### src/rtl/uart_receiver_if.sv
// Receive-side bundle of the UART: serial line in, framed byte and status out.
// master is the receiver itself; slave is the byte consumer / line driver.
interface uart_receiver_if;
  logic       RsRx;
  logic [7:0] data;
  logic       data_valid;
  logic       frame_error;
  logic       busy;

  modport master (
    input  RsRx,
    output data,
    output data_valid,
    output frame_error,
    output busy
  );

  modport slave (
    output RsRx,
    input  data,
    input  data_valid,
    input  frame_error,
    input  busy
  );
endinterface

### src/rtl/uart_receiver.sv
// 8N1 UART receiver: synchronises RsRx, finds the start bit, samples each
// bit at its centre (LSB first), checks the stop bit and pulses the result
// for one clock. CLKS_PER_BIT must be even and at least 4.
module uart_receiver #(
  parameter int CLKS_PER_BIT = 16
) (
  input  logic            clk,
  input  logic            rst_n,
  uart_receiver_if.master rx
);

  localparam int HALF = CLKS_PER_BIT / 2;
  localparam int CW   = $clog2(CLKS_PER_BIT);
  localparam logic [CW-1:0] CNT_HALF = CW'(HALF - 1);
  localparam logic [CW-1:0] CNT_LAST = CW'(CLKS_PER_BIT - 1);

  typedef enum logic [2:0] {
    WAIT_IDLE,
    IDLE,
    START,
    DATA,
    STOP
  } state_t;

  state_t        state_q, state_d;
  logic          s0_q, s1_q;
  logic [CW-1:0] cnt_q, cnt_d;
  logic [2:0]    idx_q, idx_d;
  logic [7:0]    sh_q, sh_d;
  logic [7:0]    data_q, data_d;
  logic          data_valid_q, data_valid_d;
  logic          frame_error_q, frame_error_d;

  // Two-flop synchroniser; resets low so the line must be seen idle before arming.
  always_ff @(posedge clk or negedge rst_n) begin
    if (!rst_n) begin
      s0_q <= 1'b0;
      s1_q <= 1'b0;
    end else begin
      s0_q <= rx.RsRx;
      s1_q <= s0_q;
    end
  end

  // Frame state, counters, shift register and registered outputs.
  always_ff @(posedge clk or negedge rst_n) begin
    if (!rst_n) begin
      state_q       <= WAIT_IDLE;
      cnt_q         <= '0;
      idx_q         <= '0;
      sh_q          <= '0;
      data_q        <= '0;
      data_valid_q  <= 1'b0;
      frame_error_q <= 1'b0;
    end else begin
      state_q       <= state_d;
      cnt_q         <= cnt_d;
      idx_q         <= idx_d;
      sh_q          <= sh_d;
      data_q        <= data_d;
      data_valid_q  <= data_valid_d;
      frame_error_q <= frame_error_d;
    end
  end

  // Next-state logic: mid-bit sampling driven by the per-bit counter.
  always_comb begin
    state_d       = state_q;
    cnt_d         = cnt_q;
    idx_d         = idx_q;
    sh_d          = sh_q;
    data_d        = data_q;
    data_valid_d  = 1'b0;
    frame_error_d = 1'b0;

    case (state_q)
      WAIT_IDLE: begin
        if (s1_q) begin
          state_d = IDLE;
          cnt_d   = '0;
        end
      end

      IDLE: begin
        if (!s1_q) begin
          state_d = START;
          cnt_d   = '0;
        end
      end

      START: begin
        if (cnt_q == CNT_HALF) begin
          cnt_d = '0;
          if (s1_q) begin
            // Line went back high before mid-start: treat as a glitch.
            state_d = IDLE;
          end else begin
            state_d = DATA;
            idx_d   = '0;
          end
        end else begin
          cnt_d = cnt_q + 1'b1;
        end
      end

      DATA: begin
        if (cnt_q == CNT_LAST) begin
          cnt_d = '0;
          sh_d  = {s1_q, sh_q[7:1]};
          if (idx_q == 3'd7) begin
            state_d = STOP;
          end else begin
            idx_d = idx_q + 1'b1;
          end
        end else begin
          cnt_d = cnt_q + 1'b1;
        end
      end

      STOP: begin
        if (cnt_q == CNT_LAST) begin
          cnt_d = '0;
          if (s1_q) begin
            data_d       = sh_q;
            data_valid_d = 1'b1;
            state_d      = IDLE;
          end else begin
            // Bad stop or break: wait for a high line before rearming.
            frame_error_d = 1'b1;
            state_d       = WAIT_IDLE;
          end
        end else begin
          cnt_d = cnt_q + 1'b1;
        end
      end

      default: begin
        state_d = WAIT_IDLE;
        cnt_d   = '0;
      end
    endcase
  end

  assign rx.data        = data_q;
  assign rx.data_valid  = data_valid_q;
  assign rx.frame_error = frame_error_q;
  assign rx.busy        = (state_q == START) || (state_q == DATA) || (state_q == STOP);

endmodule
### src/flat_wrapper.sv
// flat-port wrapper written by rule: the top's interface ports become plain ports
module uart_receiver_flat 
#(
  parameter int CLKS_PER_BIT = 16
)
  (clk, rst_n, rx_RsRx, rx_data, rx_data_valid, rx_frame_error, rx_busy);
  uart_receiver_if rx_i ();
  input  logic clk;
  input  logic rst_n;
  input wire logic [$bits(rx_i.RsRx)-1:0] rx_RsRx;
  output wire logic [$bits(rx_i.data)-1:0] rx_data;
  output wire logic [$bits(rx_i.data_valid)-1:0] rx_data_valid;
  output wire logic [$bits(rx_i.frame_error)-1:0] rx_frame_error;
  output wire logic [$bits(rx_i.busy)-1:0] rx_busy;
  assign rx_i.RsRx = rx_RsRx;
  assign rx_data = rx_i.data;
  assign rx_data_valid = rx_i.data_valid;
  assign rx_frame_error = rx_i.frame_error;
  assign rx_busy = rx_i.busy;
  uart_receiver #(.CLKS_PER_BIT(CLKS_PER_BIT)) u_core (.clk(clk), .rst_n(rst_n), .rx(rx_i));
endmodule
### config.mk
export PLATFORM = sky130hd
export DESIGN_NAME = uart_receiver_flat
export DESIGN_NICKNAME = d
export VERILOG_FILES = /design/src/rtl/uart_receiver_if.sv /design/src/rtl/uart_receiver.sv /design/src/flat_wrapper.sv
export SDC_FILE = /design/constraint.sdc
export NUM_CORES = 1
export LEC_CHECK = 0
export ABC_AREA = 1
export CAP_MARGIN = 30
export CELL_PAD_IN_SITES_DETAIL_PLACEMENT = 0
export CELL_PAD_IN_SITES_GLOBAL_PLACEMENT = 1
export CORE_AREA = 10 10 73 75
export DETAILED_ROUTE_END_ITERATION = 10
export DIE_AREA = 0 0 83 85
export HOLD_SLACK_MARGIN = 0.02
export PLACE_DENSITY_LB_ADDON = 0.1
export SLEW_MARGIN = 20
export SYNTH_ARGS = -nofsm -noshare
export SYNTH_HDL_FRONTEND = slang
export SYNTH_SLANG_ARGS = --single-unit
### constraint.sdc
create_clock -name clk -period 1.4 [get_ports clk]
set_clock_uncertainty 0.1 [all_clocks]
set_input_delay 0.42 -clock clk [delete_from_list [all_inputs] [get_ports clk]]
set_output_delay 0.42 -clock clk [all_outputs]
set_load 0.03 [all_outputs]
==> run metrics <==
status complete, but fails checks; failing checks negative setup slack; crit path time final 1.769 ns; prevailing post-synth register cell dfrtp_1; Slew Limit Fails 0; clock latency on the worst-skew pair around 0.28 ns; fin area 2233 sq um; Clock Power Share 0.237; sequential-to-total area share from yosys stat 0.5155; Slowest-stage cell, CP dfrtp_2; Fin. Hold Viols 0; diode count 0; initial core utilization 0.3721; unrepaired setup endpoints after global routing yes; critical path buffer and inverter count 2; FF-to-FF Start u_core.cnt_q[0]; Avg WL per Cell approximately 13 microns; cells after synthesis around 160; Synth cell types 23; Syn-to-layout area delta 53.35%; IO Pins 14; Die Height around 85 microns; initial antenna violation count 0; P_leak around 1.0 nW; Max-slew headroom 0.8122; crit path to rx_busy; CP arrival ~1.3 ns; critical path startpoint u_core.state_q[1]; Slew @ Worst Pin approximately 0.28 ns; total CTS buffers 5; Cell Chain, Critical Path nor2_4 > nor2_2 > a21oi_2 > nor2_1 > inv_2 > buf_6; Tot GR Track Use 0.08881; post-synthesis register bit count 30; DP Wirelength between 2 and 2.5 mm; R2R setup slack -0.06 ns; Syn Nets between 150 and 200; Final nets between 200 and 250; 1st-iter DRT viols 37; residual DRC count 0; sequential power share 0.316; global-route wire length before repair about 5.2 mm; TritonRoute pass-1 iters 4; vias in the first global route approximately 1100; Power Density about 1600 nW/um^2; ys async rst share 1.000; final worst-path cycle share 1.264; footprint of the multi-input gates approximately 830 sq um; most frequent cells after synthesis nand2_1, dfrtp_1, o21ai_2, inv_1, nor2_1; max-cap violations 0; filler instances between 300 and 400; worst r2r dst u_core.rx.data[2]; Placed Area ~1800 sq um; routed vias around 1200; global route total overflow 0; pin count of the biggest net entering global routing 31; cell depth of the worst flop-to-flop path 7; CTS tree yes; Worst Setup End Kind output port; maximum VDD drop between 0.5 and 0.6 mV; final setup vio count 15; synth top area cells dfrtp_1, nand2_1, o21ai_2, inv_1, nor2_1; hold buffer count at CTS 0; fin worst setup slack -0.3695 ns; Net Sw Frac 0.3642; layout cell share with drive strength beyond 1 0.5572; Hold Path Class reg -> reg; Post-synth EDFFs 0; Storage cell area approximately 750 sq um; Die X 83 microns; min-delay src u_core.s0_q; WL final ~3.2 mm; Comb pwr share 0.447; Yosys top cell area share 0.5155; clk root buf clkbuf_8; Mean Syn Cell Area 9.336 sq um; GP Congestion ~0.80; Internal Power ~2.2 mW; Psw 1.269 mW; startpoint types flop; Clk pin slew, worst setup/hold paths ~0.07 ns; Sink Count 30; port buffer count 13; fmax about 0.57 GHz; CP peak stage delay about 0.44 ns; critical path class reg -> out; critical path depth 6; Pwr Total approximately 3.5 mW; Core Area slightly below 4000 sq um; worst-path fanout max 4; Req. time, crit path a little under 0.9 ns; antenna viol nets, final 0; CP delay by family, top flip-flops; clk buf depth 2; # rows 23; count leader, synth nand2_1; mapped cell area approximately 1500 sq um; Ys Warns 0; Synth area leader dfrtp_1; Die Area around 7100 sq um; H-tree lvl count 2; via-per-instance ratio roughly 4.6
## state kept, by name, summed over array words and instances (netlist names)
signal	count
u_core.rx.frame_error	1
u_core.sh_q	8
u_core.state_q	3
u_core.s0_q	1
u_core.idx_q	3
u_core.rx.data	8
u_core.s1_q	1
u_core.cnt_q	4
u_core.rx.data_valid	1
## repair_timing
item / CTS / global route
gates cloned: 0 / 2
buffers inserted: 0 / 3
endpoints found under the setup margin: 17 / 26
pin swaps: 8 / 13
resized for setup: 12 / 53
## stage by stage
stage,setup WS [ns],hold slack [ns],cells,setup TNS [ns],utilization
2_1_floorplan,-0.07680,0.02441,156,-0.2906,-
3_3_place_gp,-0.1003,0.2414,238,-0.7428,0.4604
3_5_place_dp,-0.1246,0.2455,238,-0.8659,0.4604
4_1_cts,-0.4236,0.2600,246,-1.091,0.5029
5_1_grt,-0.4460,0.2716,251,-2.791,0.5707
6_report,-0.3695,0.2540,251,-0.9826,0.5707
## routing by layer
metal  track usage  wire length, microns  up-vias
met4       0.03251                    12        0
met2        0.1426                  1672       13
li1              -                     -      592
met5             0                     0        -
met3       0.03155                   101        2
met1        0.1068                  1445      547
## worst reg2reg max path, cell delays in order, from the launching register on
cell and delay (ns):
dfrtp_1 0.39, ha_4 0.17, nand2_4 0.06, nor2_4 0.17
nand4_4 0.15, clkbuf_16 0.21, nand2_4 0.06, o21ai_2 0.04
## worst min-delay path by stage
stage | cells past startpoint | end
after floorplan | 0 | u_core.cnt_q[0]
after detailed placement | 0 | u_core.s1_q
after global routing | 0 | u_core.s1_q
after CTS | 0 | u_core.s1_q
final | 0 | u_core.s1_q
after global placement | 0 | u_core.s1_q
## power by group through the flow
stage	logic (mW)	registers [mW]	clock network [mW]
floorplan	0.734	1.12	0
CTS	1.42	1.09	0.845
finish	1.56	1.10	0.826
global route	1.71	1.12	0.897
global placement	1.31	1.09	0
detailed placement	1.30	1.09	0
## cell type report
class,instances,area share
inverters,15,0.03081
clock buffers,8,0.04930
well taps,50,0.02801
repair buffers,39,0.1826
multi-input cells,109,0.3714
flip-flops and latches,30,0.3378
## cell families after synthesis
kind of cell             count (synthesis)  synth area share
buffers and inverters                   17           0.05412
flip-flops                              30            0.5155
XOR/XNOR                                 1          0.006015
adder cells (fa/ha/maj)                  3           0.02578
AO/OA/AOI/OAI                           25            0.1289
AND/OR/NAND/NOR                         80            0.2698
## cells in the final DEF (no fill, tap or decap), drive strengths merged, types with 2 or more instances in the layout
master         count
dfrtp             30
nor2              17
inv               14
ha                 3
buf               35
clkdlybuf4s50      2
nand3              9
nand2             50
a21oi              2
o21ai             22
clkbuf            10
No activity file was read; power rests on OpenSTA's default activity.
